===== src/rtl/div_32b_seq_if.sv =====
// Handshake and operand/result bundle between the control unit (master)
// and the sequential divider (slave).
interface div_32b_seq_if #(
    parameter int WIDTH = 32
);
    logic             start;
    logic             signed_op;
    logic [WIDTH-1:0] dividend;
    logic [WIDTH-1:0] divisor;
    logic             busy;
    logic             done;
    logic [WIDTH-1:0] quotient;
    logic [WIDTH-1:0] remainder;
    logic             div_by_zero;

    modport master (
        output start, signed_op, dividend, divisor,
        input  busy, done, quotient, remainder, div_by_zero
    );

    modport slave (
        input  start, signed_op, dividend, divisor,
        output busy, done, quotient, remainder, div_by_zero
    );
endinterface


===== src/rtl/div_32b_seq.sv =====
// Restoring shift/subtract divider, one quotient bit per clock, for DIV/DIVU.
// Signed operands are divided as magnitudes and the signs are fixed up afterwards.
module div_32b_seq #(
    parameter int WIDTH = 32
) (
    input  logic            clk,
    input  logic            rst_n,
    div_32b_seq_if.slave    bus
);
    localparam int CW = $clog2(WIDTH);

    typedef enum logic [1:0] {IDLE, CALC, FIX, DONE} state_t;

    state_t           state_q, state_d;
    logic [CW-1:0]    cnt_q;
    logic [WIDTH-1:0] part_q;       // partial remainder
    logic [WIDTH-1:0] dvd_q;        // dividend magnitude, shifted out as quotient bits shift in
    logic [WIDTH-1:0] dvs_q;        // divisor magnitude
    logic             neg_quo_q;
    logic             neg_rem_q;
    logic [WIDTH-1:0] quotient_q;
    logic [WIDTH-1:0] remainder_q;
    logic             dbz_q;

    logic             dvd_neg, dvs_neg;
    logic [WIDTH-1:0] dvd_mag, dvs_mag;
    logic [WIDTH:0]   p_shift;
    logic [WIDTH-1:0] trial;
    logic             q_bit;
    logic             busy, done;

    // Operand magnitudes; the most negative value maps to itself, which is
    // the correct unsigned magnitude.
    assign dvd_neg = bus.signed_op & bus.dividend[WIDTH-1];
    assign dvs_neg = bus.signed_op & bus.divisor[WIDTH-1];
    assign dvd_mag = dvd_neg ? -bus.dividend : bus.dividend;
    assign dvs_mag = dvs_neg ? -bus.divisor  : bus.divisor;

    // Shifted partial remainder is WIDTH+1 bits; when the subtraction succeeds
    // the true difference is below the divisor, so WIDTH bits hold it exactly.
    assign p_shift = {part_q, dvd_q[WIDTH-1]};
    assign q_bit   = (p_shift >= {1'b0, dvs_q});
    assign trial   = p_shift[WIDTH-1:0] - dvs_q;

    always_ff @(posedge clk or negedge rst_n) begin
        if (!rst_n) begin
            state_q <= IDLE;
        end else begin
            state_q <= state_d;
        end
    end

    always_comb begin
        state_d = state_q;
        case (state_q)
            IDLE: begin
                if (bus.start) begin
                    state_d = (bus.divisor == '0) ? DONE : CALC;
                end
            end
            CALC: begin
                if (cnt_q == '0) begin
                    state_d = FIX;
                end
            end
            FIX:     state_d = DONE;
            DONE:    state_d = IDLE;
            default: state_d = IDLE;
        endcase
    end

    always_comb begin
        busy = (state_q != IDLE);
        done = (state_q == DONE);
    end

    always_ff @(posedge clk or negedge rst_n) begin
        if (!rst_n) begin
            cnt_q       <= '0;
            part_q      <= '0;
            dvd_q       <= '0;
            dvs_q       <= '0;
            neg_quo_q   <= 1'b0;
            neg_rem_q   <= 1'b0;
            quotient_q  <= '0;
            remainder_q <= '0;
            dbz_q       <= 1'b0;
        end else begin
            case (state_q)
                IDLE: begin
                    if (bus.start) begin
                        if (bus.divisor == '0) begin
                            quotient_q  <= '1;
                            remainder_q <= bus.dividend;
                            dbz_q       <= 1'b1;
                        end else begin
                            dvd_q     <= dvd_mag;
                            dvs_q     <= dvs_mag;
                            part_q    <= '0;
                            cnt_q     <= CW'(WIDTH - 1);
                            neg_quo_q <= dvd_neg ^ dvs_neg;
                            neg_rem_q <= dvd_neg;
                            dbz_q     <= 1'b0;
                        end
                    end
                end
                CALC: begin
                    part_q <= q_bit ? trial : p_shift[WIDTH-1:0];
                    dvd_q  <= {dvd_q[WIDTH-2:0], q_bit};
                    if (cnt_q != '0) begin
                        cnt_q <= cnt_q - 1'b1;
                    end
                end
                FIX: begin
                    // Truncation toward zero: remainder follows the dividend's sign.
                    quotient_q  <= neg_quo_q ? -dvd_q  : dvd_q;
                    remainder_q <= neg_rem_q ? -part_q : part_q;
                end
                default: begin
                end
            endcase
        end
    end

    assign bus.busy        = busy;
    assign bus.done        = done;
    assign bus.quotient    = quotient_q;
    assign bus.remainder   = remainder_q;
    assign bus.div_by_zero = dbz_q;
endmodule


===== src/flat_wrapper.sv =====
// flat-port wrapper written by rule: the top's interface ports become plain ports
module div_32b_seq_flat 
#(
    parameter int WIDTH = 32
)
  (clk, rst_n, bus_start, bus_signed_op, bus_dividend, bus_divisor, bus_busy, bus_done, bus_quotient, bus_remainder, bus_div_by_zero);
  div_32b_seq_if #(.WIDTH(WIDTH)) bus_i ();
  input  logic clk;
  input  logic rst_n;
  input wire logic [$bits(bus_i.start)-1:0] bus_start;
  input wire logic [$bits(bus_i.signed_op)-1:0] bus_signed_op;
  input wire logic [$bits(bus_i.dividend)-1:0] bus_dividend;
  input wire logic [$bits(bus_i.divisor)-1:0] bus_divisor;
  output wire logic [$bits(bus_i.busy)-1:0] bus_busy;
  output wire logic [$bits(bus_i.done)-1:0] bus_done;
  output wire logic [$bits(bus_i.quotient)-1:0] bus_quotient;
  output wire logic [$bits(bus_i.remainder)-1:0] bus_remainder;
  output wire logic [$bits(bus_i.div_by_zero)-1:0] bus_div_by_zero;
  assign bus_i.start = bus_start;
  assign bus_i.signed_op = bus_signed_op;
  assign bus_i.dividend = bus_dividend;
  assign bus_i.divisor = bus_divisor;
  assign bus_busy = bus_i.busy;
  assign bus_done = bus_i.done;
  assign bus_quotient = bus_i.quotient;
  assign bus_remainder = bus_i.remainder;
  assign bus_div_by_zero = bus_i.div_by_zero;
  div_32b_seq #(.WIDTH(WIDTH)) u_core (.clk(clk), .rst_n(rst_n), .bus(bus_i));
endmodule

===== config.mk =====
export PLATFORM = sky130hd
export DESIGN_NAME = div_32b_seq_flat
export DESIGN_NICKNAME = d
export VERILOG_FILES = /design/src/rtl/div_32b_seq_if.sv /design/src/rtl/div_32b_seq.sv /design/src/flat_wrapper.sv
export SDC_FILE = /design/constraint.sdc
export NUM_CORES = 1
export LEC_CHECK = 0
export CORE_MARGIN = 2
export CORE_UTILIZATION = 30
export DETAILED_ROUTE_END_ITERATION = 6
export GPL_TIMING_DRIVEN = 0
export HOLD_SLACK_MARGIN = 0.08
export SYNTH_ARGS = -nofsm -noshare
export SYNTH_HDL_FRONTEND = slang
export SYNTH_SLANG_ARGS = --single-unit

===== constraint.sdc =====
create_clock -name clk -period 2.96 [get_ports clk]
set_clock_uncertainty 0.05 [all_clocks]
set_input_delay 0.444 -clock clk [delete_from_list [all_inputs] [get_ports clk]]
set_output_delay 0.444 -clock clk [all_outputs]
set_load 0.01 [all_outputs]

### Word-level counts from Yosys, hierarchy flattened

Cells that the tools add are included.

| cells by class | value |
|---|---|
| add/subtract/negate cells | 6 |
| multipliers | 0 |
| divide/modulo/power cells | 0 |
| $lt $le $gt $ge | 1 |
| eq/ne operators | 8 |
| shifts and indexed selects | 0 |
| muxes and demuxes | 26 |
| bitwise operators | 4 |
| reductions and logical operators | 13 |

Operators with widths:

| cell | count |
|---|---|
| 2-to-1 mux 32 bit | 13 |
| one-hot mux 32 bit (2 select lines) | 4 |
| negator 32 bit | 4 |
| greater-or-equal comparator 33 x 32 -> 1 bit | 1 |
| logical NOT 32 bit | 1 |
| subtractor 32 bit | 1 |
| 2-to-1 mux 5 bit | 3 |
| one-hot mux 5 bit (2 select lines) | 1 |
| AND reduction 3 bit | 3 |
| one-hot mux 2 bit (4 select lines) | 1 |
| 2-to-1 mux 2 bit | 3 |
| != test 2 x 1 -> 1 bit, second input constant | 3 |
| nonzero test 2 bit | 3 |
| logical NOT 5 bit | 1 |
| nonzero test 5 bit | 1 |
| subtractor 5 x 1 -> 5 bit, second input constant | 1 |
| equality test 2 bit, second input constant | 2 |
| != test 2 bit, second input constant | 2 |
| AND reduction 2 bit | 2 |
| AND reduction 4 bit | 1 |
| AND 1 bit | 2 |
| equality test 2 x 1 -> 1 bit, second input constant | 1 |
| logical NOT 2 bit | 1 |
| 2-to-1 mux 1 bit | 1 |
| other kinds (2) | 2 |

| word-level totals | value |
|---|---|
| flip-flop bits (word level) | 170 |
| latch bits | 0 |
| memory bits (writable) | 0 |
| ROM bits | 0 |
| input bits | 68 |
| output and inout bits | 67 |
| logic and storage cells | 68 |
| memories kept | 0 |

### Logic depth before layout (Yosys ltp)

Gate-level depths: netlist of the first run.

| logic depth | value |
|---|---|
| depth in word-level cells | 5 |
| gate-level depth with buffers | 13 |
| mapped depth without buffers | 13 |

### Least setup slack after synthesis of the first run

Ideal clock, no wire load.

| timing path | value |
|---|---|
| kind | reg-to-reg |
| start | register u_core.dvd_q[31] |
| end | register u_core.part_q[26] |
| library setup time | 0.127 ns |
| arrival | 3.008 ns |
| required time | 2.783 ns |
| slack | -0.226 ns |
| stages on the path, launching flop included | 14 |
| buffers on the path | 0 |
| period minus slack after synthesis | 3.186 ns |
| cell sequence | dfrtp_1 inv_1 ha_1 inv_1 fa_1 a211oi_1 nor4_1 or2_2 o221a_2 o311ai_1 a32oi_1 or4_1 nand3_1 o21ai_0 |

| between the ends | value |
|---|---|
| word-level cells in the longest chain between the ends | 3 |
| elaborated cells on any way between the ends | 4 |
| those cells by class | add/sub (1); order compare (1); mux (2) |

Ends and longest elaborated chain:

| element | line | RTL |
|---|---|---|
| start: declaration | div_32b_seq.sv:17 | `logic [WIDTH-1:0] dvd_q;` |
| start signal: assignment | div_32b_seq.sv:97 | `dvd_q <= dvd_mag;` |
| start signal: assignment | div_32b_seq.sv:109 | `dvd_q <= {dvd_q[WIDTH-2:0], q_bit};` |
| subtractor 32 bit / greater-or-equal comparator 33 x 32 -> 1 bit (equally long branches) | div_32b_seq.sv:43, div_32b_seq.sv:42 |  |
| 2-to-1 mux 32 bit (*) | div_32b_seq.sv:108 | `part_q <= q_bit ? trial : p_shift[WIDTH-1:0];` |
| one-hot mux 32 bit (2 select lines) (*) | div_32b_seq.sv:89 | `case (state_q)` |
| end signal: assignment | div_32b_seq.sv:108 |  |
| end: declaration | div_32b_seq.sv:16 | `logic [WIDTH-1:0] part_q;` |

Mark *: on every way between the ends. The rest lies on a longest branch, timed or not.
A chain may end at the register's enable or synchronous reset.

### Worst setup path after layout of the first run

Same ends and word-level chain as after synthesis.

==> results of run 1 <==
==> registers in the layout (all words and copies together) (netlist names) <==
register and cells:
u_core.bus.quotient 32, u_core.bus.remainder 32, u_core.dvd_q 32, u_core.dvs_q 32, u_core.part_q 32, u_core.cnt_q 5
u_core.state_q 2, u_core.bus.div_by_zero 1, u_core.neg_quo_q 1, u_core.neg_rem_q 1
==> routing by layer <==
layer | vias up | share of wire [%] | global-route usage, %
li1 | 5586 | - | -
met1 | 5283 | 45 | 24.3
met2 | 296 | 49 | 32.3
met3 | 44 | 4.8 | 2.77
met4 | 0 | 1.7 | 4.17
met5 | - | 0 | 0
==> layout make-up <==
| class | count | area share [%] |
|---|---|---|
| flip-flops and latches | 170 | 26.8 |
| clock inverters | 13 | 1.10 |
| diodes | 2 | 0.0314 |
| repair buffers | 188 | 11.9 |
| inverters | 61 | 1.45 |
| plain buffers | 80 | 3.07 |
| multi-input cells | 1146 | 48.8 |
| clock buffers | 19 | 2.72 |
| well taps | 525 | 4.12 |
==> worst max-delay path: cells and delay by family, from the launching register on <==
kind	cells	cell delay (ps)
AOI/OAI and AO/OA	5	1040
DFF	1	400
buffers and inverters	2	130
adders and majority gates	2	490
and+or+nand+nor	4	910
==> where the power goes <==
part | switching, mW | total (mW) | internal [mW]
clock | 1.03 | 2.39 | 1.35
sequential | 0.672 | 3.79 | 3.11
combinational | 4.46 | 7.64 | 3.18
total | 6.16 | 13.8 | 7.65
==> synthesized netlist by cell type, types with 10 or more instances <==
master,instances,share of area [%]
sky130_fd_sc_hd__nor3_1,25,1.0
sky130_fd_sc_hd__o31ai_1,27,1.7
sky130_fd_sc_hd__o21ai_2,19,1.4
sky130_fd_sc_hd__nor2_1,125,3.9
sky130_fd_sc_hd__o41ai_1,10,0.73
sky130_fd_sc_hd__o21ai_1,15,0.62
sky130_fd_sc_hd__nand2_1,192,6.0
sky130_fd_sc_hd__clkbuf_1,54,1.7
sky130_fd_sc_hd__inv_1,60,1.9
sky130_fd_sc_hd__dfrtp_1,170,35
sky130_fd_sc_hd__a21o_1,19,1.2
sky130_fd_sc_hd__nor4_1,11,0.57
sky130_fd_sc_hd__or3_1,22,1.1
sky130_fd_sc_hd__xor2_1,88,6.4
sky130_fd_sc_hd__or4_1,10,0.62
sky130_fd_sc_hd__mux2i_1,37,3.1
sky130_fd_sc_hd__ha_1,42,4.4
sky130_fd_sc_hd__buf_2,14,0.58
sky130_fd_sc_hd__a31oi_1,37,1.9
sky130_fd_sc_hd__xnor2_1,48,3.5
sky130_fd_sc_hd__a21oi_1,109,4.5
sky130_fd_sc_hd__o21ai_0,148,6.2
sky130_fd_sc_hd__nand3_1,22,0.92
==> placed cells by master (no fill, tap or decap), types with 7 or more instances in the layout <==
master | Yosys | layout
sky130_fd_sc_hd__buf_6 | 9 | 13
sky130_fd_sc_hd__xor2_1 | 88 | 88
sky130_fd_sc_hd__a31oi_1 | 37 | 37
sky130_fd_sc_hd__clkbuf_1 | 54 | 47
sky130_fd_sc_hd__dfrtp_1 | 170 | 158
sky130_fd_sc_hd__o21ai_0 | 148 | 115
sky130_fd_sc_hd__clkdlybuf4s50_1 | 0 | 124
sky130_fd_sc_hd__or3_1 | 22 | 22
sky130_fd_sc_hd__dfrtp_2 | 0 | 12
sky130_fd_sc_hd__or4_4 | 4 | 7
sky130_fd_sc_hd__nor3_1 | 25 | 23
sky130_fd_sc_hd__a21oi_1 | 109 | 102
sky130_fd_sc_hd__xnor2_1 | 48 | 48
sky130_fd_sc_hd__buf_12 | 0 | 7
sky130_fd_sc_hd__o41ai_1 | 10 | 7
sky130_fd_sc_hd__o21ai_1 | 15 | 41
sky130_fd_sc_hd__ha_1 | 42 | 30
sky130_fd_sc_hd__nand2_1 | 192 | 192
sky130_fd_sc_hd__inv_6 | 0 | 7
sky130_fd_sc_hd__mux2i_1 | 37 | 34
sky130_fd_sc_hd__ha_4 | 0 | 7
sky130_fd_sc_hd__clkbuf_16 | 0 | 17
sky130_fd_sc_hd__nor2_1 | 125 | 123
sky130_fd_sc_hd__inv_1 | 60 | 54
sky130_fd_sc_hd__dlymetal6s2s_1 | 0 | 8
sky130_fd_sc_hd__o31ai_1 | 27 | 23
sky130_fd_sc_hd__nand3_1 | 22 | 18
sky130_fd_sc_hd__nand4_1 | 9 | 9
sky130_fd_sc_hd__nand2b_1 | 9 | 8
sky130_fd_sc_hd__or4_1 | 10 | 7
sky130_fd_sc_hd__a21o_1 | 19 | 19
sky130_fd_sc_hd__o21ai_2 | 19 | 25
sky130_fd_sc_hd__buf_4 | 4 | 50
sky130_fd_sc_hd__nor4_1 | 11 | 9
==> metrics by stage <==
stage | setup slack (ps) | power (mW) | hold slack (ps)
after global placement | -5680 | 10.3 | 408
after detailed placement | -1150 | 10.5 | 371
after global routing | -250 | 14.7 | 331
after CTS | -120 | 13.6 | 438
final | -187 | 13.8 | 328
after floorplan | 0.936 | 8.05 | 98.4
==> repair_timing <==
item                                    in CTS  in global routing
hold buffers                                 1                  0
cloned                                       6                  1
endpoints found under the setup margin     135                150
setup buffers                               37                 10
pin swaps                                   26                 28
gates resized for setup                    139                 65
endpoints found under the hold margin       64                  0
==> kinds of logic after synthesis <==
| logic type | count (synthesis) | share of synthesized area, % |
|---|---|---|
| simple gates | 480 | 18.7 |
| xor+xnor | 136 | 9.90 |
| buf+inv | 146 | 5.39 |
| fa+ha+maj | 43 | 4.53 |
| flops | 170 | 35.4 |
| compound gates | 447 | 22.8 |
| mux | 39 | 3.27 |
==> path summary, 6_finish.rpt <==
check | endpoint | slack, ps
min reg2reg | u_core.bus.remainder[24]$_DFFE_PN0P_ | 430
max in group asynchronous | u_core.part_q[17]$_DFFE_PN0P_ | 1460
max | u_core.part_q[26]$_DFFE_PN0P_ | -190
min in group asynchronous | u_core.bus.quotient[9]$_DFFE_PN0P_ | 480
min | u_core.dvs_q[21]$_DFFE_PN0P_ | 330
max reg2reg | u_core.part_q[26]$_DFFE_PN0P_ | -190
==> run summary, run 1 <==
================================================================================
Total via count after detailed routing                                     11200
CTS Buf Count                                                                 17
Vias in the first global route                                             10700
Worst setup path category                                             reg -> reg
Count of flip-flops with a built-in enable after synthesis                     0
Final HPWL from detailed placement                                      29700 um
Number of DRC markers in iteration 0                                         716
Worst slew slack as a fraction of its limit                                45.1%
Worst VDD drop                                                        0.000451 V
Req. time, crit path                                                     3240 ps
Height of the die                                                         204 um
Number of cells on the worst hold path                                         3
Top fanout value on the critical path                                          4
Count of state elements after synthesis                                      170
Fmax                                                                     318 MHz
CTS H-Tree Depth                                                               4
Crit-path slowest cell                                              sky130_fd_sc_hd__or4_4
Cell Count, Final, Fillers Out                                              2204
Number of nets with antenna violations after detailed routing                  0
DR DRC count                                                                   0
Number of top-level pins                                                     135
Setup repair after global routing missed its margin                          yes
Via density                                                                 5.09
Root Driver                                                         sky130_fd_sc_hd__clkbuf_16
Number of antenna violations at the first check in global routing              1
Slowest stage delay, CP                                                   460 ps
Endpoints failing setup                                                       31
Total negative slack for setup checks                                   -1330 ps
Startpoint of the most critical register-to-register path           u_core.dvd_q[31]$_DFFE_PN0P_
Placeable core region                                                 39600 um^2
Insertion delay to the later sink of the worst-skew pair                  450 ps
Tightest Hold Check Type                                               in -> reg
CP Launch Point                                                     u_core.dvd_q[31]$_DFFE_PN0P_
Final worst-path cycle share                                                106%
Total number of clock tree sinks                                             170
Status                                                              finished with violations
Slew at the pin closest to its max-slew limit                             824 ps
Starting Density                                                           30.3%
Die width                                                                 204 um
Gate Count Post-Synth                                                       1461
TritonCTS clock tree                                                        done
# rows                                                                        73
Data arrival at the endpoint of the critical path                        3430 ps
Start point of the worst hold path                                  bus_divisor[21]
Grt ovf                                                                        0
Fillers                                                                     3957
Total of warnings raised by yosys                                              0
Post-synthesis average cell area                                       8.23 um^2
Number of placed cells counting well taps                                   2121
Nets                                                                        1775
Detailed Routing Iterations Pass 1                                             5
Distinct cell type count of the synthesized netlist                           76
GRT Total Usage                                                            18.6%
CP endpoint kind                                                        register
Layout overhead on the synthesized area                                    32.5%
Non-Filler Cell Area, Final                                           15900 um^2
Power density normalized to cell area                                866 nW/um^2
Pin count of the biggest net entering global routing                         107
Wire length after detailed routing                                      39100 um
Static Leak                                                              6.62 nW
Netlist area before placement                                         12000 um^2
Clock-pin slew on the worst setup and hold paths                           70 ps
Routed len/inst                                                          17.8 um
GP Congestion                                                              0.903
CP Cell Sequence                                                    inv_4 > ha_4 > inv_2 > fa_2 > a211oi_2 > nor4_1 > or2_4 > o221a_4 > o311ai_4 > a32oi_2 > or4_4 > nand3_4 > o21ai_2
Period minus WS final                                                    3150 ps
Global-route wire length before repair                                  60200 um
Synthesized netlist net count                                               1572
Sequential area share after synthesis                                      35.4%
Fraction of final layout cells sized beyond drive strength 1               15.1%
Final core utilization                                                     40.2%
Reg area                                                               4270 um^2
Synth async-reset ratio                                                     100%
Max-Cap Viols                                                                  0
Instance area at placement                                            14100 um^2
Longest Clk Path Bufs                                                          2
Commonest register cell after synthesis                             sky130_fd_sc_hd__dfrtp_1
Multi-input gate area in the final layout                              7780 um^2
Final Hold Fails                                                               0
Setup WS post-layout                                                     -187 ps
Buffers added on ports                                                       134
Overall die area                                                      41700 um^2
Kind of start point of the critical path                                register
Violated checks                                                     negative setup slack
Final slew viol count                                                          0
Worst-case reg-to-reg path depth                                              13
================================================================================
No activity file was read; power rests on OpenSTA's default activity.
==> run 2: changes to the inputs <==
--- a/config.mk
+++ b/config.mk
@@ -9,7 +9,6 @@
 export CORE_UTILIZATION = 30
 export DETAILED_ROUTE_END_ITERATION = 6
 export GPL_TIMING_DRIVEN = 0
-export HOLD_SLACK_MARGIN = 0.08
 export SYNTH_ARGS = -nofsm -noshare
 export SYNTH_HDL_FRONTEND = slang
 export SYNTH_SLANG_ARGS = --single-unit
==> results of run 2 <==
No change in the layout: final DEF, timing and power equal those of run 1.
==> run 3: changes to the inputs <==
--- a/config.mk
+++ b/config.mk
@@ -7,6 +7,7 @@
 export LEC_CHECK = 0
 export CORE_MARGIN = 2
 export CORE_UTILIZATION = 30
+export CTS_CLUSTER_SIZE = 40
 export DETAILED_ROUTE_END_ITERATION = 6
 export GPL_TIMING_DRIVEN = 0
 export SYNTH_ARGS = -nofsm -noshare
==> results of run 3 <==
No change in the layout: final DEF, timing and power equal those of run 1.
